===== src/rtl/spi_peripheral_if.sv =====
// spi_peripheral_if: host-side handshake and SPI bus signals of the SPI peripheral
interface spi_peripheral_if;
  logic [1:0] i_mode;
  logic [7:0] i_tx;
  logic       i_tx_valid;
  logic       o_tx_ready;
  logic [7:0] o_rx;
  logic       o_rx_valid;
  logic       i_sclk;
  logic       i_cs_n;
  logic       i_copi;
  logic       o_cipo;
  logic       o_cipo_oe;
  logic       o_busy;
  modport slave (
    input  i_mode, i_tx, i_tx_valid, i_sclk, i_cs_n, i_copi,
    output o_tx_ready, o_rx, o_rx_valid, o_cipo, o_cipo_oe, o_busy
  );
  modport master (
    output i_mode, i_tx, i_tx_valid, i_sclk, i_cs_n, i_copi,
    input  o_tx_ready, o_rx, o_rx_valid, o_cipo, o_cipo_oe, o_busy
  );
endinterface


===== src/rtl/spi_peripheral.sv =====
// spi_peripheral: 8-bit MSB-first SPI peripheral, all four modes, oversampled by i_clk
module spi_peripheral (
  input logic             i_clk,
  input logic             i_rst_n,
  spi_peripheral_if.slave bus
);
  typedef enum logic {IDLE, ACTIVE} state_t;
  state_t state, state_nx;
  logic sclk_s1, sclk_s2, sclk_s3, cs_s1, cs_s2, copi_s1, copi_s2;
  logic rst_q, armed, hold_full, cipo_q, rx_valid, cpha;
  logic start, stop, act, rise, fall, lead, trail, sample, shift, reload, take, accept;
  logic [1:0] mode;
  logic [2:0] cnt;
  logic [7:0] hold, tx_sh, rx_sh, rx, nxt_byte;

  // Synchronizers; armed requires cs_n seen high after reset so a held-low select is not taken as a fresh edge
  always_ff @(posedge i_clk) begin
    if (!i_rst_n) begin
      {sclk_s1, sclk_s2, sclk_s3} <= '0;
      {cs_s1, cs_s2} <= '1;
      {copi_s1, copi_s2} <= '0;
      rst_q <= 1'b0;
      armed <= 1'b0;
    end else begin
      {sclk_s1, sclk_s2, sclk_s3} <= {bus.i_sclk, sclk_s1, sclk_s2};
      {cs_s1, cs_s2} <= {bus.i_cs_n, cs_s1};
      {copi_s1, copi_s2} <= {bus.i_copi, copi_s1};
      rst_q <= 1'b1;
      armed <= armed | (rst_q & cs_s1);
    end
  end

  // Next state plus edge qualification; CPHA=0 reloads on the trailing edge after the 8th sample so the new MSB is not shifted away
  always_comb begin
    start = state == IDLE && armed && !cs_s2;
    stop = state == ACTIVE && cs_s2;
    act = state == ACTIVE && !cs_s2;
    rise = sclk_s2 && !sclk_s3;
    fall = !sclk_s2 && sclk_s3;
    lead = act && (mode[1] ? fall : rise);
    trail = act && (mode[1] ? rise : fall);
    sample = mode[0] ? trail : lead;
    shift = mode[0] ? lead : trail && cnt != 3'd0;
    reload = trail && cnt == (mode[0] ? 3'd7 : 3'd0);
    take = start || reload;
    accept = bus.i_tx_valid && !hold_full;
    nxt_byte = hold_full ? hold : 8'h00;
    cpha = start ? bus.i_mode[0] : mode[0];
    state_nx = start ? ACTIVE : stop ? IDLE : state;
  end

  // State register
  always_ff @(posedge i_clk) begin
    if (!i_rst_n) state <= IDLE;
    else state <= state_nx;
  end

  // Holding register, shift registers, bit counter and received-byte output
  always_ff @(posedge i_clk) begin
    if (!i_rst_n) begin
      mode <= 2'b00;
      cnt <= 3'd0;
      hold <= 8'h00;
      hold_full <= 1'b0;
      tx_sh <= 8'h00;
      cipo_q <= 1'b0;
      rx_sh <= 8'h00;
      rx <= 8'h00;
      rx_valid <= 1'b0;
    end else begin
      rx_valid <= 1'b0;
      hold_full <= take ? accept : hold_full | accept;
      if (accept) hold <= bus.i_tx;
      if (start) mode <= bus.i_mode;
      if (start || stop) cnt <= 3'd0;
      else if (sample) cnt <= cnt + 3'd1;
      if (sample) rx_sh <= {rx_sh[6:0], copi_s2};
      if (sample && cnt == 3'd7) begin
        rx <= {rx_sh[6:0], copi_s2};
        rx_valid <= 1'b1;
      end
      if (take) {cipo_q, tx_sh} <= cpha ? {cipo_q, nxt_byte} : {nxt_byte, 1'b0};
      else if (shift) {cipo_q, tx_sh} <= {tx_sh, 1'b0};
    end
  end

  assign bus.o_tx_ready = !hold_full;
  assign bus.o_rx = rx;
  assign bus.o_rx_valid = rx_valid;
  assign bus.o_busy = state == ACTIVE;
  assign bus.o_cipo_oe = state == ACTIVE;
  assign bus.o_cipo = state == ACTIVE && cipo_q;
endmodule


===== src/flat_wrapper.sv =====
// flat-port wrapper written by rule: the top's interface ports become plain ports
module spi_peripheral_flat 
  (i_clk, i_rst_n, bus_i_mode, bus_i_tx, bus_i_tx_valid, bus_i_sclk, bus_i_cs_n, bus_i_copi, bus_o_tx_ready, bus_o_rx, bus_o_rx_valid, bus_o_cipo, bus_o_cipo_oe, bus_o_busy);
  spi_peripheral_if bus_i ();
  input logic i_clk;
  input logic i_rst_n;
  input wire logic [$bits(bus_i.i_mode)-1:0] bus_i_mode;
  input wire logic [$bits(bus_i.i_tx)-1:0] bus_i_tx;
  input wire logic [$bits(bus_i.i_tx_valid)-1:0] bus_i_tx_valid;
  input wire logic [$bits(bus_i.i_sclk)-1:0] bus_i_sclk;
  input wire logic [$bits(bus_i.i_cs_n)-1:0] bus_i_cs_n;
  input wire logic [$bits(bus_i.i_copi)-1:0] bus_i_copi;
  output wire logic [$bits(bus_i.o_tx_ready)-1:0] bus_o_tx_ready;
  output wire logic [$bits(bus_i.o_rx)-1:0] bus_o_rx;
  output wire logic [$bits(bus_i.o_rx_valid)-1:0] bus_o_rx_valid;
  output wire logic [$bits(bus_i.o_cipo)-1:0] bus_o_cipo;
  output wire logic [$bits(bus_i.o_cipo_oe)-1:0] bus_o_cipo_oe;
  output wire logic [$bits(bus_i.o_busy)-1:0] bus_o_busy;
  assign bus_i.i_mode = bus_i_mode;
  assign bus_i.i_tx = bus_i_tx;
  assign bus_i.i_tx_valid = bus_i_tx_valid;
  assign bus_i.i_sclk = bus_i_sclk;
  assign bus_i.i_cs_n = bus_i_cs_n;
  assign bus_i.i_copi = bus_i_copi;
  assign bus_o_tx_ready = bus_i.o_tx_ready;
  assign bus_o_rx = bus_i.o_rx;
  assign bus_o_rx_valid = bus_i.o_rx_valid;
  assign bus_o_cipo = bus_i.o_cipo;
  assign bus_o_cipo_oe = bus_i.o_cipo_oe;
  assign bus_o_busy = bus_i.o_busy;
  spi_peripheral u_core (.i_clk(i_clk), .i_rst_n(i_rst_n), .bus(bus_i));
endmodule

===== config.mk =====
export PLATFORM = sky130hd
export DESIGN_NAME = spi_peripheral_flat
export DESIGN_NICKNAME = d
export VERILOG_FILES = /design/src/rtl/spi_peripheral_if.sv /design/src/rtl/spi_peripheral.sv /design/src/flat_wrapper.sv
export SDC_FILE = /design/constraint.sdc
export NUM_CORES = 1
export LEC_CHECK = 0
export ABC_AREA = 1
export BUFFER_PORTS_ARGS = -buffer_cell sky130_fd_sc_hd__buf_4
export CAP_MARGIN = 20
export CELL_PAD_IN_SITES_DETAIL_PLACEMENT = 0
export CELL_PAD_IN_SITES_GLOBAL_PLACEMENT = 2
export CORE_MARGIN = 8
export CORE_UTILIZATION = 33
export CTS_CLUSTER_DIAMETER = 100
export CTS_CLUSTER_SIZE = 40
export DETAILED_ROUTE_END_ITERATION = 8
export GPL_TIMING_DRIVEN = 0
export PLACE_DENSITY_LB_ADDON = 0.25
export SYNTH_ARGS = -nofsm -noshare
export SYNTH_HDL_FRONTEND = slang
export SYNTH_SLANG_ARGS = --single-unit

===== constraint.sdc =====
create_clock -name i_clk -period 2 [get_ports i_clk]
set_clock_uncertainty 0.05 [all_clocks]
set_input_delay 0.2 -clock i_clk [delete_from_list [all_inputs] [get_ports i_clk]]
set_output_delay 0.2 -clock i_clk [all_outputs]
set_load 0.01 [all_outputs]

==> flow_metrics.tcl <==
set metrics [dict create \
    cap_violations 0 \
    r2r_end "u_core.tx_sh[5]" \
    yosysUniqueCellTypes 30 \
    setup-tns-final_ns 0 \
    use_met2_pct 17.5 \
    min_path_type "input pin to flip-flop" \
    top_usage_layer "met2" \
    crit_arrival_ns 1.87 \
    setup_viol 0 \
    cts_resized 0 \
    critical_path.startpoint_type "flip-flop" \
    met3_usage_pct 3.25 \
    cts_num_sinks 49 \
    pre_cts_ws_ns 0.299 \
    ys_warn_count 0 \
    slowest_delay_ns 0.46 \
    dieArea_um2 9960 \
    crit_type "flip-flop to flip-flop" \
    cts_tree "done" \
    core_region_area_um2 6790 \
    ios 29 \
    final_antenna_net_count 0 \
    final_nets 365 \
    routabilityCongestion 0.714 \
    ctsLongestPathBuffers 2 \
    cp-end-kind "flip-flop" \
    netlist.area_leader.share_pct 42.4 \
    reg2reg_depth 9 \
    use_met1_pct 13.8 \
    h-tree-depth 2 \
    drt_first_pass_iters 4 \
    path_cells "inv_1 -> ha_1 -> a21oi_1 -> nand3_1 -> nand2_1 -> inv_1 -> nand2_4 -> nand2_1 -> a21oi_2" \
    num_vias 1900 \
    finalHoldViolCount 0 \
    fin_crit_sh_pct 84.3 \
    die_y_um 99.8 \
    maxSlewHeadroom_pct 52.5 \
    synthTopCellsByArea "dfxtp_1 42%, nand2_1 9.6%, nor2_1 6.5%" \
    hold_path_depth 3 \
    fin_crit_ns 1.69 \
    numCtsBuffers 5 \
    cts-root-buf "clkbuf_8" \
    grt.total_usage_pct 11.0 \
    vdd_ir_drop_max_mv 0.282 \
    maxSlewViolCount 0 \
    dp_hpwl_um 3870 \
    r2r-start "u_core.cnt[0]" \
    syn-cell-area_um2 2320 \
    leakage_nw 1.32 \
    fillCellCount 735 \
    clk_latency_ns 0.31 \
    antenna_found_initial 0 \
    initial_core_util_pct 34.1 \
    hold_end "u_core.copi_s1" \
    final_common_cell "nand2_1" \
    seq_area_frac_synth_pct 42.4 \
    fmax_mhz 593 \
    grt-ovfl-total 0 \
    syn_inst 310 \
    die_w_um 99.8 \
    grt_start_max_net_pins 18 \
    run_status "completed" \
    synth_fp_nets 329 \
    wl_per_cell_um 11.7 \
    tightest_slew_ns 0.713 \
    final_cell_mix "59 x nand2_1, 49 x dfxtp_1, 40 x nor2_1, 32 x inv_1, 30 x buf_4" \
    syn-mean-instance-area_um2 7.47 \
    rsz0062_at_grt "no" \
    route.detailed.drc 0 \
    rrSetupSlack_ns 0.31 \
    antenna_cells 0 \
    dr.first_iter.drc_count 48 \
    wirelength_um 5180 \
    port_buffers 28 \
    vias_per_cell 4.29 \
    cp_data_required_time_ns 2.19 \
    fin_ws_ns 0.313 \
    cpMaxStageDelayCell "dfxtp_1" \
    area_growth_pct 18.7 \
    path_max_fanout 8 \
    clk_pin_slew_ns 0.10 \
    drive_gt1_share_pct 25.6 \
    synth_largest_area_cell "dfxtp_1" \
    grt_pass1_vias 1890 \
    core.rowCount 30 \
    ys_seq_elements 49 \
    grt_pass1_wl_um 8900 \
    min-delay-start "bus_i_copi" \
    p_per_area_nw_per_um2 654 \
]
[cells in the mapped netlist (all sizes together)]
master and count:
clkbuf 4, dfxtp 49, nand3 32, inv 42, buf 6, a21oi 19, nand2 77, nand4 2
o21ai 30, ha 3, a211oi 1, nor2 43, or2 2
[state kept, by name, indices dropped and copies added (netlist names), 2 cells and up]
| signal | flops |
|---|---|
| u_core.rx_sh | 7 |
| u_core.bus.o_rx | 8 |
| u_core.cnt | 3 |
| u_core.tx_sh | 8 |
| u_core.hold | 8 |
| u_core.mode | 2 |
[per-stage QoR]
stage	util, %	area [um^2]	std cells	hold WS [ns]	power (W)
after detailed placement	39.0	2650	434	0.333	0.00120
after global routing	40.5	2750	443	0.00798	0.00189
after floorplan	-	2320	310	0.178	0.00114
final	40.5	2750	443	0.0187	0.00180
after CTS	40.5	2750	443	0.00581	0.00184
after global placement	39.0	2650	434	0.331	0.00120
[cell type report]
type,instances,area (um^2),area share [%]
plain buffers,10,70.1,2.55
clock buffers,5,68.8,2.50
clock inverters,3,25.0,0.910
inverters,42,158,5.73
multi-input cells,209,1110,40.3
flip-flops and latches,49,981,35.7
well taps,96,120,4.37
repair buffers,29,220,8.01
[layer usage]
layer	wire length (um)	share of wire [%]	up-vias
met5	0	0	-
met4	58	1.1	0
met3	213	4.1	4
met2	2290	44	26
met1	2630	51	821
li1	-	-	1049
[cell families (layout without fill, tap and decap cells)]
kind of cell	count (synthesis)	after routing	synth area share [%]
and+or+nand+nor	156	156	33.2
buffers and inverters	52	89	9.83
AOI/OAI and AO/OA	50	50	13.0
DFF	49	49	42.4
adders and majority gates	3	3	1.62
[critical path: cells and delay by family (launching register included)]
kind | cells | cell delay (ns)
flip-flops | 1 | 0.46
AND/OR/NAND/NOR | 4 | 0.41
AO/OA/AOI/OAI | 2 | 0.26
adder cells (fa/ha/maj) | 1 | 0.19
buffers and inverters | 2 | 0.23
[worst max path at each step]
stage	startpoint	cells past startpoint	to
2_1_floorplan	u_core.bus.o_busy	8	u_core.cipo_q
3_3_place_gp	u_core.cnt[0]	9	u_core.tx_sh[7]
3_5_place_dp	u_core.cnt[0]	9	u_core.tx_sh[4]
4_1_cts	u_core.cnt[0]	9	u_core.tx_sh[5]
5_1_grt	u_core.cnt[0]	9	u_core.tx_sh[2]
6_report	u_core.cnt[0]	9	u_core.tx_sh[5]
[power by group]
group          internal [W]  switching, W  total, W
clock              0.000256      0.000369  0.000624
sequential          0.00100     0.0000173   0.00102
combinational     0.0000615     0.0000901  0.000152
total               0.00132      0.000476   0.00180
[timing repair]
| action | 4_1_cts | 5_1_grt |
|---|---|---|
| buffers inserted | 0 | 0 |
| hold buffers | 1 | 0 |
| hold endpoints to repair | 1 | 0 |
(Power assumes the default switching activity.)
